## src/rtl/ahb_apb_pkg.sv

```systemverilog
// ahb_apb_pkg: shared types and constants for the AHB-to-APB4 bridge on decoder slave port s1
package ahb_apb_pkg;
   typedef enum logic [2:0] {ST_IDLE, ST_SETUP, ST_ACCESS, ST_DONE, ST_ERR1, ST_ERR2} state_t;
   localparam logic [1:0] HRESP_OKAY = 2'b00;
   localparam logic [1:0] HRESP_ERROR = 2'b01;
   localparam logic [2:0] HSIZE_BYTE = 3'd0;
   localparam logic [2:0] HSIZE_HALF = 3'd1;
   localparam logic [2:0] HSIZE_WORD = 3'd2;
   localparam logic [39:0] S1_BASE = 40'h00_1f00_0000;
   localparam logic [39:0] S1_END = 40'h00_1f01_ffff;
endpackage

```

## src/rtl/ahb_apb_lane.sv

```systemverilog
// ahb_apb_lane: byte strobes, 32-bit lane extraction/placement and size/alignment check
module ahb_apb_lane import ahb_apb_pkg::*; (
   input  logic [1:0]   i_addr,
   input  logic [2:0]   i_size,
   input  logic [1:0]   i_lane,
   input  logic [127:0] i_hwdata,
   input  logic [31:0]  i_prdata,
   output logic [3:0]   o_strb,
   output logic [31:0]  o_wdata,
   output logic [127:0] o_rdata,
   output logic         o_err
);
   // strobes and error from the live address phase, lanes from the registered lane index
   always_comb begin
      o_strb = i_size == HSIZE_WORD ? 4'hf : i_size == HSIZE_HALF ? 4'b0011 << i_addr : 4'b0001 << i_addr;
      o_err = i_size > HSIZE_WORD || (i_size == HSIZE_HALF && i_addr[0]) || (i_size == HSIZE_WORD && i_addr != 2'b00);
      o_wdata = i_hwdata[{i_lane, 5'b0} +: 32];
      o_rdata = {96'b0, i_prdata} << {i_lane, 5'b0};
   end
endmodule

```

## src/rtl/ahb_apb_bridge.sv

```systemverilog
// ahb_apb_bridge: one 32-bit APB4 transfer per selected 128-bit AHB transfer, with two-cycle ERROR
module ahb_apb_bridge import ahb_apb_pkg::*; #(
   parameter int PADDR_W = 32
) (
   input  logic               pll_core_cpuclk,
   input  logic               pad_cpu_rst_b,
   input  logic               hsel,
   input  logic [39:0]        haddr,
   input  logic [1:0]         htrans,
   input  logic               hwrite,
   input  logic [2:0]         hsize,
   input  logic [2:0]         hburst,
   input  logic [3:0]         hprot,
   input  logic [127:0]       hwdata,
   output logic [127:0]       hrdata,
   output logic               hready,
   output logic [1:0]         hresp,
   output logic               psel,
   output logic               penable,
   output logic               pwrite,
   output logic [PADDR_W-1:0] paddr,
   output logic [31:0]        pwdata,
   output logic [3:0]         pstrb,
   output logic [2:0]         pprot,
   input  logic [31:0]        prdata,
   input  logic               pready,
   input  logic               pslverr
);
   state_t               r_state;
   logic [1:0]           r_lane;
   logic [127:0]         r_hrdata;
   logic                 r_hready;
   logic [1:0]           r_hresp;
   logic                 r_psel;
   logic                 r_penable;
   logic                 r_pwrite;
   logic [PADDR_W-1:0]   r_paddr;
   logic [31:0]          r_pwdata;
   logic [3:0]           r_pstrb;
   logic [2:0]           r_pprot;
   logic                 w_accept;
   logic                 w_err;
   logic [3:0]           w_strb;
   logic [31:0]          w_wdata;
   logic [127:0]         w_rdata;
   logic                 w_unused;

   ahb_apb_lane u_lane (
      .i_addr   (haddr[1:0]),
      .i_size   (hsize),
      .i_lane   (r_lane),
      .i_hwdata (hwdata),
      .i_prdata (prdata),
      .o_strb   (w_strb),
      .o_wdata  (w_wdata),
      .o_rdata  (w_rdata),
      .o_err    (w_err)
   );

   assign w_accept = hsel && htrans[1] && (r_state == ST_IDLE || r_state == ST_DONE);
   assign w_unused = ^{haddr, htrans[0], hburst, hprot[3:2]};
   assign hrdata = r_hrdata;
   assign hready = r_hready;
   assign hresp = r_hresp;
   assign psel = r_psel;
   assign penable = r_penable;
   assign pwrite = r_pwrite;
   assign paddr = r_paddr;
   assign pstrb = r_pstrb;
   assign pprot = r_pprot;
   // hwdata only arrives in the data phase, so SETUP forwards the lane before it is held
   assign pwdata = (r_state == ST_SETUP && r_pwrite) ? w_wdata : r_pwdata;

   // bridge FSM with registered AHB and APB outputs
   always_ff @(posedge pll_core_cpuclk or negedge pad_cpu_rst_b) begin
      if (!pad_cpu_rst_b) begin
         r_state <= ST_IDLE;
         r_lane <= '0;
         r_hrdata <= '0;
         r_hready <= 1'b1;
         r_hresp <= HRESP_OKAY;
         r_psel <= 1'b0;
         r_penable <= 1'b0;
         r_pwrite <= 1'b0;
         r_paddr <= '0;
         r_pwdata <= '0;
         r_pstrb <= '0;
         r_pprot <= '0;
      end else begin
         case (r_state)
            ST_IDLE, ST_DONE: begin
               r_hrdata <= '0;
               r_hresp <= HRESP_OKAY;
               if (w_accept && w_err) begin
                  r_state <= ST_ERR1;
                  r_hready <= 1'b0;
                  r_hresp <= HRESP_ERROR;
               end else if (w_accept) begin
                  r_state <= ST_SETUP;
                  r_hready <= 1'b0;
                  r_psel <= 1'b1;
                  r_lane <= haddr[3:2];
                  r_pwrite <= hwrite;
                  r_paddr <= haddr[PADDR_W-1:0];
                  r_pstrb <= hwrite ? w_strb : 4'b0;
                  r_pprot <= {~hprot[0], 1'b0, hprot[1]};
               end else begin
                  r_state <= ST_IDLE;
                  r_hready <= 1'b1;
               end
            end
            ST_SETUP: begin
               r_state <= ST_ACCESS;
               r_penable <= 1'b1;
               if (r_pwrite) r_pwdata <= w_wdata;
            end
            ST_ACCESS: begin
               if (pready) begin
                  r_psel <= 1'b0;
                  r_penable <= 1'b0;
                  if (pslverr) begin
                     r_state <= ST_ERR1;
                     r_hresp <= HRESP_ERROR;
                  end else begin
                     r_state <= ST_DONE;
                     r_hready <= 1'b1;
                     r_hrdata <= r_pwrite ? 128'b0 : w_rdata;
                  end
               end
            end
            ST_ERR1: begin
               r_state <= ST_ERR2;
               r_hready <= 1'b1;
            end
            default: begin
               r_state <= ST_IDLE;
               r_hready <= 1'b1;
               r_hresp <= HRESP_OKAY;
               r_hrdata <= '0;
            end
         endcase
      end
   end
endmodule

```

## config.mk

```make
export PLATFORM = sky130hd
export DESIGN_NAME = ahb_apb_bridge
export DESIGN_NICKNAME = d
export VERILOG_FILES = /design/src/rtl/ahb_apb_pkg.sv /design/src/rtl/ahb_apb_lane.sv /design/src/rtl/ahb_apb_bridge.sv
export SDC_FILE = /design/constraint.sdc
export NUM_CORES = 1
export LEC_CHECK = 0
export CAP_MARGIN = 20
export CORE_AREA = 2 2 164 166
export CTS_BUF_LIST = sky130_fd_sc_hd__clkbuf_8
export DETAILED_ROUTE_END_ITERATION = 8
export DIE_AREA = 0 0 166 168
export MAX_ROUTING_LAYER = met4
export PLACE_DENSITY = 0.75
export SLEW_MARGIN = 25
export SYNTH_ARGS = -nofsm -noshare
export SYNTH_HDL_FRONTEND = slang
export SYNTH_SLANG_ARGS = --single-unit
```

## constraint.sdc

```tcl
create_clock -name pll_core_cpuclk -period 4.79 [get_ports pll_core_cpuclk]
set_input_delay 0.7185 -clock pll_core_cpuclk [delete_from_list [all_inputs] [get_ports pll_core_cpuclk]]
set_output_delay 0.7185 -clock pll_core_cpuclk [all_outputs]
set_load 0.05 [all_outputs]
```

# --- Yosys cells after proc, flatten, opt, wreduce, memory -nomap -nowiden ---
# Cells that the tools add are included.
totals:
  output_inout_bits: 205
  elab_cells: 81
  inputBits: 218
  regBits: 209
classes:
  shifts: 4
  n_mux: 27
  n_reduce_logical: 22
  eq_ne: 11
  n_bitwise: 4
  magnitude_cmp: 1
ops:
  columns: ["operator", "n"]
  rows:
  - ["128-bit 2-to-1 mux", 3]
  - ["128-bit case mux with 2 select lines", 1]
  - ["128-bit by 8-bit variable part select with 32-bit output", 1]
  - ["32-bit by 7-bit << shifter with 128-bit output", 1]
  - ["32-bit 2-to-1 mux", 1]
  - ["4-bit 2-to-1 mux", 3]
  - ["3-bit case mux with 4 select lines", 1]
  - ["3-bit AND reduction", 4]
  - ["2-bit inequality test (second input constant)", 5]
  - ["3-bit by 2-bit == test with 1-bit output (second input constant)", 3]
  - ["1-bit 2-to-1 mux", 9]
  - ["3-bit 2-to-1 mux", 3]
  - ["3-bit by 1-bit == test with 1-bit output (second input constant)", 2]
  - ["1-bit logical AND", 6]
  - ["2-bit case mux with 3 select lines", 1]
  - ["2-bit nonzero test", 3]
  - ["2-bit 2-to-1 mux", 2]
  - ["1-bit NOT", 4]
  - ["1-bit case mux with 2 select lines", 2]
  - ["2-bit AND reduction", 2]
  - ["4-bit AND reduction", 1]
  - ["2-bit OR reduction", 2]
  - ["1-bit by 2-bit << shifter with 4-bit output (first input constant)", 1]
  - ["2-bit by 2-bit << shifter with 4-bit output (first input constant)", 1]
  - ["5 further kinds", 7]

# --- Longest topological paths before layout ---
depth:
  depth_word: 7
  mapped_depth: 7
  ltp_nobuf: 4

# --- Hierarchy ---
# A second synthesis with hierarchy kept.
hier_totals:
  cells_unflattened: 700
  area_unflattened_um2: 9349.0
by_module_without_submodules:
  columns: ["mod", "cells_each", "instances", "seq_area_each_um2", "area_each_um2"]
  rows:
  - ["ahb_apb_bridge", 501, 1, 5156.2, 7594.8]
  - ["ahb_apb_lane", 199, 1, 0.0, 1754.2]

# --- Worst setup path after synthesis ---
# OpenSTA, ideal clock, no wires.
synth_path:
  path_kind: "register -> output"
  from: "register r_lane[0]"
  to: "output pwdata[17]"
  path_stages_with_launch: 5
  required_ns: 4.072
  setup_slack_ns: 1.828
  t_arrival_ns: 2.243
  n_path_buf: 2
  cell_sequence: "dfrtp_1 -> buf_2 -> buf_2 -> mux4_2 -> mux2_2"
synth_between:
  elab_chain_cells: 2
synth_rtl:
  columns: ["item", "line", "text"]
  rows:
  - ["start: declaration", "ahb_apb_bridge.sv:30", "logic [1:0] r_lane;"]
  - ["start signal: assignment", "ahb_apb_bridge.sv:102", "r_lane <= haddr[3:2];"]
  - ["128-bit by 8-bit variable part select with 32-bit output", "ahb_apb_lane.sv:17", "o_wdata = i_hwdata[{i_lane, 5'b0} +: 32];"]
  - ["32-bit 2-to-1 mux", "ahb_apb_bridge.sv:72", "assign pwdata = (r_state == ST_SETUP && r_pwrite) ? w_wdata : r_pwdata;"]
  - ["end: declaration", "ahb_apb_bridge.sv:22", "output logic [31:0] pwdata,"]
# No other way between the ends.

# --- Final worst setup path ---
layout_path:
  from: "register r_lane[0]"
  to: "output pwdata[31]"
# Same word-level chain as after synthesis.

==> results.md <==
* Status: complete, no violations
* Synth Warn # at 0
* Mapped Cells at 811
* Vias at roughly 7400
* Fin crit share at 83.1%
* Crit-path cells: buf_4 > mux4_2 > mux2_2 > clkdlybuf4s50_1
* Met2 usage at 33.3%
* Synth top area share at 53.4%
* CTS H-tree lvls at 2
* Met1 usage at between 20% and 30%
* Vias in the first global route at 7968
* I/O Buffers at ~400
* Die ar. at between 20000 and 30000 um^2
* R2r setup slk at 2.48 ns
* CP Launch Type: register
* Rel. slew slack at 35.7%
* RSZ-0062 raised after global routing: false
* Synth Area per Inst at around 12 um^2
* Gr busiest metal: met2
* Fin. max-slew vios at 0
* Layout area overhead at 54.1%
* Largest net degree at the start of global routing at roughly 110
* Initial antenna violation count at 0
* Crit. End Element: output pin
* Reg2reg end: hrdata[86]
* Gr ovfl total at 0
* # diodes at 0
* Worst slack at placement at between 1 and 1.5 ns
* Final min period at 3.98 ns
* Commonest cells in the netlist: dfrtp_1 (205), nand2_1 (140), inv_1 (129)
* Post-CTS setup buffer count at 0
* Top post-synthesis cells by area: dfrtp_1 (53%), mux2i_1 (13%), mux4_2 (7.5%), mux2_2 (5.9%), nand2_1 (5.5%)
* Drt wl/cell at 18.0 um
* Core area at 26400 um^2
* Length in cells of the worst reg-to-reg path at 5
* Crit-path max cell delay at 0.86 ns
* Detailed Route Iter0 Violations at approximately 450
* Synthesis-stage register bit count at 206
* Area leader, netlist: dfrtp_1
* Post-route DRC at 0
* Gr usage total at 20.8%
* Routed wire length at 28700 um
* # rows at 60
* Combinational Power Share at 52.5%
* Share of layout cells above drive strength 1 at 14.2%
* TritonCTS clock tree: yes
* CTS Buf Count at 38
* CP Max Fanout at 24
* Sequential fraction of the synthesis area at 53.7%
* P per Cell Area at 602 nW/um^2
* Nets at 1439
* DIE WIDTH at 166 um
* Critical path type: reg -> out
* 1st-pass router iterations at 4
* Clock Skew at 0.0268 ns
* Antenna Nets Post-Route at 0
* Final TNS setup at 0 ns
* Clock Tree Buf Depth at 3
* EDFF count, synth at 0
* Clk Latency, worst-skew pair at roughly 0.52 ns
* Vert. Die Dim at 168 um
* Cell family with most CP delay: buffers and inverters
* Part of the power in the clock network at 19.7%
* P_leak at between 6 and 7 nW
* PnR worst setup slack at 0.808 ns
* Pint at 5.06 mW
* Via density at 4.67
* Setup Viol. Count Final at 0
* R2R Path Start: r_state[2]
* Max VDD drop at 0.815 mV
* Class of the worst hold path: in -> async
* Starting density of the core at 36.5%
* Top_reg_cell synth: dfrtp_1
* Most common cell in the netlist: dfrtp_1
* Sequential share of power at roughly 28%
* I/O pin count at approximately 420
* Sw power at 3.85 mW
* GR met3 Demand/Resource at 4.94%
* Bufs and invs on worst path at 2
* Final HPWL DP at between 20000 and 25000 um
* # hold bufs at CTS at 0
* Final GP Congestion at between 0.8 and 0.9
* First-pass GRT wire length at 44600 um
* CP required at 4.07 ns
* Endpoints failing hold at 0
* Yosys cell types at 42
* Crit path arrival time at between 3 and 4 ns
* Root Driver: clkbuf_8
* Max Cap Viol at 0
* Sw Share at 43.2%
* Cts repair resizes at 0
* Max Fclk at 251 MHz
* Syn Std Cell Area at 9610 um^2
* Critical path's slowest cell: dfrtp_2
* Clock-pin slew on the worst setup and hold paths at approximately 0.06 ns
* Clk sinks at 206
* Asr flop ratio synth at between 90% and 100%
* Least-Margin Pin Slew at 0.964 ns
## final cells by class
cell class,instances,area [um^2]
Tap cell,341,427
Multi-Input combinational cell,428,3760
Timing Repair Buffer,418,4170
Fill cell,2196,11500
Clock buffer,50,688
Sequential cell,206,5160
Inverter,129,484
Clock inverter,20,118
## per-stage QoR
step | hold WS [ns] | utilization (%) | cell area [um^2] | cells | total power, mW
after floorplan | 0.423 | - | 9610 | 812 | 5.71
after global placement | 0.463 | 53.1 | 14000 | 1522 | 7.16
after detailed placement | 0.472 | 53.1 | 14000 | 1522 | 7.21
after CTS | 0.258 | 56.2 | 14800 | 1592 | 9.01
after global routing | 0.277 | 56.2 | 14800 | 1592 | 9.32
final | 0.241 | 56.2 | 14800 | 1592 | 8.91
## power groups by stage
stage               clock network [mW]  logic, mW  registers (mW)
finish                            1.76       4.68            2.47
global placement                     0       4.67            2.49
CTS                               1.82       4.72            2.48
floorplan                            0       2.44            3.27
global route                      1.89       4.88            2.54
detailed placement                   0       4.70            2.51
## how the worst max path moves through the flow
| stage | cells past startpoint | startpoint | endpoint |
|---|---|---|---|
| global route | 4 | r_lane[0] | pwdata[31] |
| floorplan | 4 | r_lane[0] | pwdata[17] |
| finish | 4 | r_lane[0] | pwdata[31] |
| detailed placement | 4 | r_lane[0] | pwdata[3] |
| CTS | 4 | r_lane[0] | pwdata[3] |
| global placement | 4 | r_lane[0] | pwdata[3] |
## kinds of logic (layout without fill, tap and decap cells)
group | Yosys count | count (layout) | synth area share, %
muxes | 225 | 225 | 29.1
DFF | 206 | 206 | 53.7
buffers and inverters | 178 | 617 | 7.66
and+or+nand+nor | 172 | 172 | 7.63
AOI/OAI and AO/OA | 28 | 28 | 1.85
other | 1 | 2 | 0.0390
xor gates and xnor gates | 1 | 1 | 0.0912
## registers in the layout, indices dropped and copies added, names as in the netlist, 2 cells and up
signal    cells
hrdata      128
paddr        31
pprot         2
pstrb         4
r_pwdata     32
r_state       3
## worst reg2reg max path: stages (launching register included)
cell and delay (ns):
dfrtp_1 0.53, or4b_1 0.75, nor3b_4 0.21, buf_4 0.43
nand2_1 0.13, mux2i_1 0.16
## layer usage
metal	part of all wire (%)	vias up	wire (um)
met3	5.5	75	1570
met4	4.0	0	1160
met2	49	261	13900
li1	-	3476	-
met1	42	3623	12000
met5	0	-	0
## placed cells by master (no fill, tap or decap), types with 2 or more instances in the layout
master           instances
nor2b_1                  4
clkbuf_8                51
o21a_1                   2
nand2_1                140
mux2_4                  16
mux2i_1                127
a21oi_1                  7
clkinv_2                 4
and3_1                   2
nor2_1                   8
nand3b_1                 2
dfrtp_1                203
o22ai_1                  2
mux4_2                  32
dfrtp_2                  2
clkdlybuf4s50_1        405
nand2b_1                 6
buf_4                   11
o21ai_0                  7
nor3b_4                  2
conb_1                   2
mux2_2                  50
inv_1                  142
Note: power is estimated with default switching activity, not from simulation.
